File: config.mk
export PLATFORM = sky130hd
export DESIGN_NAME = picorv32_run_ctrl_flat
export DESIGN_NICKNAME = d
export VERILOG_FILES = /design/src/rtl/picorv32_run_ctrl_if.sv /design/src/rtl/picorv32_run_ctrl.sv /design/src/flat_wrapper.sv
export SDC_FILE = /design/constraint.sdc
export NUM_CORES = 1
export LEC_CHECK = 0
export BUFFER_PORTS_ARGS = -buffer_cell sky130_fd_sc_hd__buf_4
export CAP_MARGIN = 20
export CORE_MARGIN = 10
export CORE_UTILIZATION = 38
export DETAILED_ROUTE_END_ITERATION = 7
export PLACE_DENSITY = 0.58
export SYNTH_ARGS = -nofsm -noshare
export SYNTH_HDL_FRONTEND = slang
export SYNTH_SLANG_ARGS = --single-unit
File: constraint.sdc
create_clock -name clk -period 6.25 [get_ports clk]
set_input_delay 1.25 -clock clk [delete_from_list [all_inputs] [get_ports clk]]
set_output_delay 1.25 -clock clk [all_outputs]
set_load 0.01 [all_outputs]
File: src/rtl/picorv32_run_ctrl_if.sv
// Program-stream and instruction-memory write-port bundle for picorv32_run_ctrl.
// The master side is the host/loader; the slave side is the run controller.
// The controller accepts the stream and drives the memory write port.
interface picorv32_run_ctrl_if #(
  parameter int ADDR_W = 13
);
  logic              s_valid;
  logic              s_ready;
  logic [31:0]       s_data;
  logic              s_last;
  logic              mem_en;
  logic [3:0]        mem_wen;
  logic [ADDR_W-1:0] mem_addr;
  logic [31:0]       mem_data;

  modport master (
    output s_valid, s_data, s_last,
    input  s_ready,
    input  mem_en, mem_wen, mem_addr, mem_data
  );

  modport slave (
    input  s_valid, s_data, s_last,
    output s_ready,
    output mem_en, mem_wen, mem_addr, mem_data
  );
endinterface

File: src/rtl/picorv32_run_ctrl.sv
// picorv32_run_ctrl: host-side sequencer for the PicoRV32 harness.
// It streams a program into instruction memory, holds the core in reset,
// then runs the core until it traps or reaches the cycle budget.
// Optional build macro PICORV_RUN_CTRL_TRIG_COUNT_EN enables the decode-trigger
// counter. When the macro is undefined, trig_count reads 0.
//
// state | meaning
// IDLE  | core held in reset, waiting for start
// LOAD  | accepting program words, writing them to instruction memory
// HOLD  | program loaded, core_resetn kept low for RESET_HOLD cycles
// RUN   | core released and clocked, counting cycles
// DONE  | run finished (trap/timeout/overflow), core frozen for inspection
module picorv32_run_ctrl #(
  parameter int ADDR_W     = 13,
  parameter int RESET_HOLD = 4,
  parameter int CNT_W      = 32,
  parameter int TRIG_W     = 16
) (
  input  logic              clk,
  input  logic              resetn,
  input  logic              start,
  input  logic              abort,
  input  logic [CNT_W-1:0]  cycle_limit,
  picorv32_run_ctrl_if.slave bus,
  output logic              core_resetn,
  output logic              core_clk_en,
  input  logic              core_trap,
  input  logic              core_dec_trigger,
  output logic              busy,
  output logic              done,
  output logic [1:0]        status,
  output logic [CNT_W-1:0]  cycles,
  output logic [TRIG_W-1:0] trig_count
);

  localparam int HOLD_W = (RESET_HOLD > 1) ? $clog2(RESET_HOLD) : 1;
  localparam logic [HOLD_W-1:0] HOLD_INIT = HOLD_W'(RESET_HOLD - 1);

  localparam logic [1:0] ST_NONE = 2'b00;
  localparam logic [1:0] ST_TRAP = 2'b01;
  localparam logic [1:0] ST_TOUT = 2'b10;
  localparam logic [1:0] ST_OVF  = 2'b11;

  typedef enum logic [2:0] {
    IDLE = 3'd0,
    LOAD = 3'd1,
    HOLD = 3'd2,
    RUN  = 3'd3,
    DONE = 3'd4
  } state_t;

  state_t            state, state_nxt;
  logic [ADDR_W-1:0] wr_ptr, wr_ptr_nxt;
  logic [HOLD_W-1:0] hold_cnt, hold_nxt;
  logic [1:0]        status_q, status_nxt;
  logic [CNT_W-1:0]  cycles_q, cycles_nxt;
  logic              s_ready_q, s_ready_nxt;
  logic              mem_en_q, mem_en_nxt;
  logic [3:0]        mem_wen_q, mem_wen_nxt;
  logic [ADDR_W-1:0] mem_addr_q, mem_addr_nxt;
  logic [31:0]       mem_data_q, mem_data_nxt;
  logic              core_resetn_q, core_resetn_nxt;
  logic              core_clk_en_q, core_clk_en_nxt;
  logic              busy_q, busy_nxt;
  logic              done_q, done_nxt;
  logic              clr;
  logic              beat;

  // State and every registered output; outputs follow the next state so they
  // line up with the state they describe.
  always_ff @(posedge clk or negedge resetn) begin
    if (!resetn) begin
      state         <= IDLE;
      wr_ptr        <= '0;
      hold_cnt      <= '0;
      status_q      <= ST_NONE;
      cycles_q      <= '0;
      s_ready_q     <= 1'b0;
      mem_en_q      <= 1'b0;
      mem_wen_q     <= 4'h0;
      mem_addr_q    <= '0;
      mem_data_q    <= '0;
      core_resetn_q <= 1'b0;
      core_clk_en_q <= 1'b0;
      busy_q        <= 1'b0;
      done_q        <= 1'b0;
    end else begin
      state         <= state_nxt;
      wr_ptr        <= wr_ptr_nxt;
      hold_cnt      <= hold_nxt;
      status_q      <= status_nxt;
      cycles_q      <= cycles_nxt;
      s_ready_q     <= s_ready_nxt;
      mem_en_q      <= mem_en_nxt;
      mem_wen_q     <= mem_wen_nxt;
      mem_addr_q    <= mem_addr_nxt;
      mem_data_q    <= mem_data_nxt;
      core_resetn_q <= core_resetn_nxt;
      core_clk_en_q <= core_clk_en_nxt;
      busy_q        <= busy_nxt;
      done_q        <= done_nxt;
    end
  end

  // Next-state, datapath and output decode; abort overrides everything.
  always_comb begin
    state_nxt    = state;
    wr_ptr_nxt   = wr_ptr;
    hold_nxt     = hold_cnt;
    status_nxt   = status_q;
    cycles_nxt   = cycles_q;
    mem_en_nxt   = 1'b0;
    mem_wen_nxt  = 4'h0;
    mem_addr_nxt = mem_addr_q;
    mem_data_nxt = mem_data_q;
    clr          = 1'b0;
    beat         = bus.s_valid && s_ready_q;

    if (abort) begin
      state_nxt = IDLE;
    end else begin
      case (state)
        IDLE, DONE: begin
          if (start) begin
            state_nxt  = LOAD;
            wr_ptr_nxt = '0;
            cycles_nxt = '0;
            status_nxt = ST_NONE;
            clr        = 1'b1;
          end
        end
        LOAD: begin
          if (beat) begin
            mem_en_nxt   = 1'b1;
            mem_wen_nxt  = 4'hF;
            mem_addr_nxt = wr_ptr;
            mem_data_nxt = bus.s_data;
            wr_ptr_nxt   = wr_ptr + 1'b1;
            if (bus.s_last) begin
              state_nxt = HOLD;
              hold_nxt  = HOLD_INIT;
            end else if (wr_ptr == '1) begin
              // Memory is full and the program is still going: never run it.
              state_nxt  = DONE;
              status_nxt = ST_OVF;
            end
          end
        end
        HOLD: begin
          if (hold_cnt == '0) begin
            state_nxt = RUN;
          end else begin
            hold_nxt = hold_cnt - 1'b1;
          end
        end
        RUN: begin
          if (cycles_q != '1) begin
            cycles_nxt = cycles_q + 1'b1;
          end
          if (core_trap) begin
            state_nxt  = DONE;
            status_nxt = ST_TRAP;
          end else if ((cycle_limit != '0) && (cycles_q + CNT_W'(1) == cycle_limit)) begin
            state_nxt  = DONE;
            status_nxt = ST_TOUT;
          end
        end
        default: state_nxt = IDLE;
      endcase
    end

    s_ready_nxt     = (state_nxt == LOAD);
    core_clk_en_nxt = (state_nxt == RUN);
    busy_nxt        = (state_nxt == LOAD) || (state_nxt == HOLD) || (state_nxt == RUN);
    done_nxt        = (state_nxt == DONE);
    // DONE keeps whatever reset level the core had: released after a run,
    // still low after a load overflow.
    case (state_nxt)
      RUN:     core_resetn_nxt = 1'b1;
      DONE:    core_resetn_nxt = core_resetn_q;
      default: core_resetn_nxt = 1'b0;
    endcase
  end

`ifdef PICORV_RUN_CTRL_TRIG_COUNT_EN
  logic [TRIG_W-1:0] trig_q;
  logic              trig_inc;

  assign trig_inc = (state == RUN) && !abort && core_dec_trigger;

  // Decode-trigger counter: cleared on start, saturates at all-ones.
  always_ff @(posedge clk or negedge resetn) begin
    if (!resetn) begin
      trig_q <= '0;
    end else if (clr) begin
      trig_q <= '0;
    end else if (trig_inc && (trig_q != '1)) begin
      trig_q <= trig_q + 1'b1;
    end
  end

  assign trig_count = trig_q;
`else
  logic unused_trig;
  assign unused_trig = core_dec_trigger | clr;
  assign trig_count  = '0;
`endif

  assign bus.s_ready  = s_ready_q;
  assign bus.mem_en   = mem_en_q;
  assign bus.mem_wen  = mem_wen_q;
  assign bus.mem_addr = mem_addr_q;
  assign bus.mem_data = mem_data_q;
  assign core_resetn  = core_resetn_q;
  assign core_clk_en  = core_clk_en_q;
  assign busy         = busy_q;
  assign done         = done_q;
  assign status       = status_q;
  assign cycles       = cycles_q;

endmodule

File: src/flat_wrapper.sv
// flat-port wrapper written by rule: the top's interface ports become plain ports
module picorv32_run_ctrl_flat 
#(
  parameter int ADDR_W     = 13,
  parameter int RESET_HOLD = 4,
  parameter int CNT_W      = 32,
  parameter int TRIG_W     = 16
)
  (clk, resetn, start, abort, cycle_limit, core_resetn, core_clk_en, core_trap, core_dec_trigger, busy, done, status, cycles, trig_count, bus_s_valid, bus_s_data, bus_s_last, bus_s_ready, bus_mem_en, bus_mem_wen, bus_mem_addr, bus_mem_data);
  picorv32_run_ctrl_if #(.ADDR_W(ADDR_W)) bus_i ();
  input  logic clk;
  input  logic resetn;
  input  logic start;
  input  logic abort;
  input  logic [CNT_W-1:0] cycle_limit;
  output logic core_resetn;
  output logic core_clk_en;
  input  logic core_trap;
  input  logic core_dec_trigger;
  output logic busy;
  output logic done;
  output logic [1:0] status;
  output logic [CNT_W-1:0] cycles;
  output logic [TRIG_W-1:0] trig_count;
  input wire logic [$bits(bus_i.s_valid)-1:0] bus_s_valid;
  input wire logic [$bits(bus_i.s_data)-1:0] bus_s_data;
  input wire logic [$bits(bus_i.s_last)-1:0] bus_s_last;
  output wire logic [$bits(bus_i.s_ready)-1:0] bus_s_ready;
  output wire logic [$bits(bus_i.mem_en)-1:0] bus_mem_en;
  output wire logic [$bits(bus_i.mem_wen)-1:0] bus_mem_wen;
  output wire logic [$bits(bus_i.mem_addr)-1:0] bus_mem_addr;
  output wire logic [$bits(bus_i.mem_data)-1:0] bus_mem_data;
  assign bus_i.s_valid = bus_s_valid;
  assign bus_i.s_data = bus_s_data;
  assign bus_i.s_last = bus_s_last;
  assign bus_s_ready = bus_i.s_ready;
  assign bus_mem_en = bus_i.mem_en;
  assign bus_mem_wen = bus_i.mem_wen;
  assign bus_mem_addr = bus_i.mem_addr;
  assign bus_mem_data = bus_i.mem_data;
  picorv32_run_ctrl #(.ADDR_W(ADDR_W), .RESET_HOLD(RESET_HOLD), .CNT_W(CNT_W), .TRIG_W(TRIG_W)) u_core (.clk(clk), .resetn(resetn), .start(start), .abort(abort), .cycle_limit(cycle_limit), .bus(bus_i), .core_resetn(core_resetn), .core_clk_en(core_clk_en), .core_trap(core_trap), .core_dec_trigger(core_dec_trigger), .busy(busy), .done(done), .status(status), .cycles(cycles), .trig_count(trig_count));
endmodule
== Word-level counts from Yosys, hierarchy flattened ==
Cells that the tools add are included.
Widths: inputs -> output; s select.

* Multiplexer cells: 33
* Add/sub/neg operators: 3
* Eq/ne operators: 19
* Bitwise logic cells: 1
* Reduce and logical (&&, ||, !) cells: 17

{| class="wikitable"
|+ Operator list
! cell !! number
|-
| $mux 32 || 2
|-
| $pmux 32 s2 || 1
|-
| $add 32x1->32 const B || 1
|-
| $eq 32x32->1 || 1
|-
| $ne 32x32->1 const B || 1
|-
| $reduce_bool 32->1 || 1
|-
| $mux 13 || 2
|-
| $pmux 13 s2 || 1
|-
| $mux 3 || 8
|-
| $mux 2 || 9
|-
| $add 13x1->13 const B || 1
|-
| $eq 13x13->1 const B || 1
|-
| $eq 3x2->1 const B || 4
|-
| $mux 4 || 3
|-
| $pmux 3 s4 || 1
|-
| $ne 2x2->1 const B || 4
|-
| $reduce_and 4->1 || 2
|-
| $reduce_and 7->1 || 1
|-
| $eq 3x1->1 const B || 2
|-
| $eq 3x3->1 const B || 2
|-
| $ne 2x1->1 const B || 3
|-
| $pmux 2 s3 || 1
|-
| $reduce_bool 2->1 || 3
|-
| $reduce_and 5->1 || 1
|-
| 13 further kinds || 17
|}

* Word-level logic and storage cells: 87
* Bits in registers: 107
* Bits of input ports: 72

== Depth between registers and ports, before layout ==
* Depth in word-level cells: 10
* Depth in mapped cells: 11

== Worst setup path before layout ==
Ideal clock, no wire load.

* Path kind: input port to flip-flop
* Start point: input cycle_limit[5]
* End point: register u_core.core_resetn_q (netlist: u_core.core_resetn)
* Path slack: 3034 ps
* Setup time: 134 ps
* Arrival: 3082 ps
* Stages on the path: 9
* Cell sequence: xnor2_1 or3_1 a22o_1 nor4_1 nand3_1 nor4b_2 nand4b_4 a22oi_1 a21oi_1

* Word-level cells in the longest chain between the ends: 8
* Elaborated cells on any way between the ends: 10
* Classes of those cells: 3 x eq/ne; 5 x mux; 2 x reduce/logical

{| class="wikitable"
|+ RTL lines
! item !! RTL line !! RTL
|-
| start: declaration || flat_wrapper.sv:15 || <nowiki>input logic [CNT_W-1:0] cycle_limit;</nowiki>
|-
| $eq 32x32->1 / $reduce_bool 32->1 (equally long branches) || picorv32_run_ctrl.sv:163 || <nowiki>end else if ((cycle_limit != '0) && (cycles_q + CNT_W'(1) == cycle_limit)) begin</nowiki>
|-
| $logic_and 1x1->1 (*) || picorv32_run_ctrl.sv:163 ||
|-
| $mux 3 (*) || picorv32_run_ctrl.sv:163 ||
|-
| $mux 3 (*) || picorv32_run_ctrl.sv:160 || <nowiki>if (core_trap) begin</nowiki>
|-
| $pmux 3 s4 (*) || picorv32_run_ctrl.sv:122 || <nowiki>case (state)</nowiki>
|-
| $mux 3 (*) || picorv32_run_ctrl.sv:119 || <nowiki>if (abort) begin</nowiki>
|-
| $eq 3x3->1 / $eq 3x2->1 (equally long branches) || picorv32_run_ctrl.sv:178 || <nowiki>case (state_nxt)</nowiki>
|-
| $pmux 1 s2 || picorv32_run_ctrl.sv:178 ||
|-
| end signal: assignment || picorv32_run_ctrl.sv:98 || <nowiki>core_resetn_q <= core_resetn_nxt;</nowiki>
|-
| end: declaration || picorv32_run_ctrl.sv:62 || <nowiki>logic core_resetn_q, core_resetn_nxt;</nowiki>
|}

Mark *: on every way between the ends. The rest lies on a longest branch, timed or not.
A chain may end at the register's enable or synchronous reset.

== Worst setup path after layout ==
* Start point: register u_core.cycles_q[0] (netlist: u_core.cycles[0])
* End point: register u_core.cycles_q[15] (netlist: u_core.cycles[15])

* Word-level cells in the longest chain between the ends: 3
* Elaborated cells on any way between the ends: 6
* Classes of those cells: 1 x add/sub; 2 x eq/ne; 2 x mux; 1 x reduce/logical

{| class="wikitable"
|+ RTL lines
! item !! RTL line !! RTL
|-
| start: declaration || picorv32_run_ctrl.sv:56 || <nowiki>logic [CNT_W-1:0] cycles_q, cycles_nxt;</nowiki>
|-
| start signal: assignment || picorv32_run_ctrl.sv:92 || <nowiki>cycles_q <= cycles_nxt;</nowiki>
|-
| $add 32x1->32 / $ne 32x32->1 (equally long branches) || picorv32_run_ctrl.sv:158, picorv32_run_ctrl.sv:157 ||
|-
| $mux 32 / $ne 2x1->1 (equally long branches) || n/a ||
|-
| $pmux 32 s2 / $reduce_and 4->1 (equally long branches) || n/a ||
|}

Parallel ways exist; a longest one is shown, timed or not. The select of a mux whose other input is x is not followed.

==> key figures <==
Outcome
  • Status: finished clean

Logic synthesis
  • Area contributors post-synth: dfrtp_1, mux2_2, o21ai_0, xnor2_1, buf_4
  • Post-synthesis adder-cell area fraction: 0.00624
  • Sequential fraction of the synthesis area: 0.428
  • Cell count after synthesis: 608
  • Largest family of logic cells by synthesized area: simple AND/OR/NAND/NOR gates
  • XOR/XNOR share of the synthesized area: 0.0655
  • Asr flop ratio synth: 1.00
  • Post-synthesis mux area share: 0.0879
  • Prevailing post-synth register cell: dfrtp_1
  • Share of the synthesized area in the top cell type: 0.428
  • Post-synth EDFFs: 0
  • Post-synth cell types: 72
  • Synth Area in Simple Gates: 0.198
  • Seq cells post-synth: 103
  • Post-synthesis compound-gate area fraction: 0.158
  • Post-synth top area cell: dfrtp_1
  • Yosys warnings: 0
  • Cell area after synthesis: 0.00602 mm^2
  • Post-Syn Area per Cell: 9.90 um^2

Timing
  • Final Skew: 0.0105 ns
  • Total negative setup slack: 0 ns
  • Slew Viols, Final: 0
  • Worst Max-Slew Pin Slew: 0.758 ns
  • # setup viols final: 0
  • Slew margin rel.: 0.494
  • Period minus WS final: 4.01 ns
  • Final period utilization: 0.641
  • Fmax achieved: 250 MHz
  • Final Hold Viols: 0
  • Unrepaired setup endpoints after global routing: no

Critical path
  • Critical path launch point: u_core.cycles[0]
  • Critical path's largest stage delay: 0.63 ns
  • Critical path peak fanout: 22
  • Slowest cell on the critical path: o21bai_2
  • Crit Reg-Reg Endpoint: u_core.cycles[15]
  • Worst Path Required: 6.46 ns
  • Startpoint Class: flip-flop
  • Crit path to: u_core.cycles[15]
  • Critical path class: reg -> reg
  • FF-to-FF Start: u_core.cycles[0]
  • Crit path cell chain: ha_1, nand4_1, or4_1, nor4_4, and2_1, a31oi_1, o21bai_2, or2_2, o21ai_0
  • R2R depth: 9
  • R2R setup slack: 2.24 ns
  • Critical Path Sink Type: flip-flop
  • CP arrival: 4.22 ns

Placed design
  • Area post-placement: 0.00728 mm^2
  • Gpl congestion: 0.889
  • Port bufs: 159
  • Final HPWL DP: 13600 um

Min path
  • Worst Hold Class: reg -> reg

Cells and area
  • Post-route cell area: 0.00757 mm^2
  • Area delta synth->final: 25.9%
  • ANT cells: 0
  • Fraction of layout cells with a size suffix above 1: 0.337
  • Commonest non-fill, non-tap cells in the layout: buf_4, dfrtp_1, o21ai_0
  • Net total in the final layout: 824
  • Commonest non-fill, non-tap cell in the layout: buf_4

CTS
  • Clock Latency Late Sink: 0.35 ns
  • Post-cts sizing count: 0
  • Setup bufs post-CTS: 0
  • H-tree depth: 3
  • CTS tree: yes
  • Max Buffers Root-to-Sink: 2
  • CTS root buffer: clkbuf_16
  • Clk slew on worst S/H paths: 0.08 ns
  • Hold-fix buffers, CTS: 0
  • CTS buffer count: 9
  • Clock Sinks: 103

Detailed routing
  • Residual DRC count: 0
  • DRT Pass-1 Iters: 5
  • Drt via density: 5.36
  • 1st-iter DRT viols: 374
  • Routed wire length: 17900 um
  • Drt wl/cell: 18.5 um
  • Vias after detailed routing: 5173
  • Routed Antenna Nets: 0

Global route
  • Pin count of the biggest net entering global routing: 58
  • Vias in the first global route: 5166
  • Initial antenna violation count: 0
  • Gr usage total: 0.163
  • First-pass GRT wire length: 28500 um
  • Total congestion overflow: 0

Power and ir drop
  • Switching Fraction: 0.285
  • Comb pwr share: 0.217
  • Peak supply drop: 206 uV
  • P_int: 1230 uW
  • PwrDens: 228 mW/mm^2
  • Leakage power: 0.00344 uW
  • Net Sw Power: 492 uW
  • Power share of the clock group: 0.320
  • Share of power burned in registers: 0.463

Die
  • Die X: 146 um
  • Die area: 0.0213 mm^2
  • IO Count: 177
  • Initial Util: 0.392
  • Core area: 0.0154 mm^2
  • Die Y: 146 um
  • Row Count: 45

Run
  • Max-cap violation count: 0
cell families (layout without fill, tap and decap cells):
| family | after synthesis | after routing |
|---|---|---|
| xor gates and xnor gates | 45 | 45 |
| buffers and inverters | 61 | 192 |
| adders and majority gates | 3 | 3 |
| other | 1 | 16 |
| and+or+nand+nor | 198 | 198 |
| DFF | 103 | 103 |
| muxes | 47 | 47 |
| AOI/OAI and AO/OA | 150 | 150 |
worst max-delay path, delay by kind of cell, from the launching register on:
kind | cells | cell delay [ns]
flops | 1 | 0.50
compound gates | 3 | 0.95
fa+ha+maj | 1 | 0.37
simple gates | 5 | 2.02
how the worst min path moves through the flow:
stage / from / endpoint / slack, ns / cells past startpoint
after CTS: u_core.bus.mem_addr[5] / u_core.bus.mem_addr[5] / 0.51 / 1
after floorplan: u_core.wr_ptr[0] / u_core.wr_ptr[0] / 0.48 / 1
after global routing: u_core.bus.mem_data[8] / u_core.bus.mem_data[8] / 0.52 / 1
after global placement: u_core.bus.mem_data[15] / u_core.bus.mem_data[15] / 0.49 / 1
final: u_core.bus.mem_addr[5] / u_core.bus.mem_addr[5] / 0.51 / 1
after detailed placement: u_core.bus.mem_addr[5] / u_core.bus.mem_addr[5] / 0.50 / 1
cell type report:
class / count / area (um^2)
clock buffers: 9 / 225
repair buffers: 163 / 1220
fillers: 1456 / 7800
well taps: 211 / 264
inverters: 13 / 48.8
clock inverters: 7 / 66.3
multi-input cells: 459 / 3170
flip-flops and latches: 103 / 2580
cells in the mapped netlist, drive strengths merged (2+ instances only):
cell type,instances
nor3,9
nand4b,2
a311oi,3
nor4b,2
a22o,2
nand2b,6
or2,4
nand2,39
o41ai,3
xor2,15
o21bai,2
inv,13
nand4,13
clkbuf,12
buf,36
a21oi,27
and2,9
nor4,17
nand3,19
o22ai,2
ha,3
o21ba,2
nor2,43
or3,9
or4,3
o31ai,18
a211o,2
a31oi,10
a22oi,3
nor3b,4
nor2b,4
and3,10
xnor2,30
o21ai,61
mux2,47
and4,3
o32ai,3
dfrtp,103
state kept, by name (all words and copies together), names as in the netlist:
| signal | flops |
|---|---|
| u_core.bus.mem_addr | 13 |
| u_core.bus.mem_data | 32 |
| u_core.bus.mem_wen | 1 |
| u_core.bus.s_ready | 1 |
| u_core.busy | 1 |
| u_core.core_clk_en | 1 |
| u_core.core_resetn | 1 |
| u_core.cycles | 32 |
| u_core.done | 1 |
| u_core.hold_cnt | 2 |
| u_core.state | 3 |
| u_core.status | 2 |
| u_core.wr_ptr | 13 |
power groups by stage:
stage	sequential [uW]	combinational (uW)	clock (uW)
after global routing	812	409	599
after global placement	808	376	0
final	799	375	551
after floorplan	840	146	0
after CTS	800	383	567
after detailed placement	813	383	0
through the flow:
step / utilization / std cells / hold WS, ns / worst slack [ns] / power, uW
after global routing: 0.493 / 965 / 0.522 / 1.92 / 1820
after CTS: 0.493 / 965 / 0.513 / 2.31 / 1750
after floorplan: - / 623 / 0.476 / 3.03 / 986
final: 0.493 / 965 / 0.509 / 2.24 / 1730
after global placement: 0.474 / 949 / 0.490 / 2.40 / 1180
after detailed placement: 0.474 / 949 / 0.496 / 2.35 / 1200
metal layers:
metal,vias up,GRT usage,routed length [um]
met5,-,0,0
met4,0,0.0359,134
met3,9,0.0494,1100
met2,152,0.268,8800
met1,2548,0.205,7830
li1,2464,-,-
(Power assumes the default switching activity.)
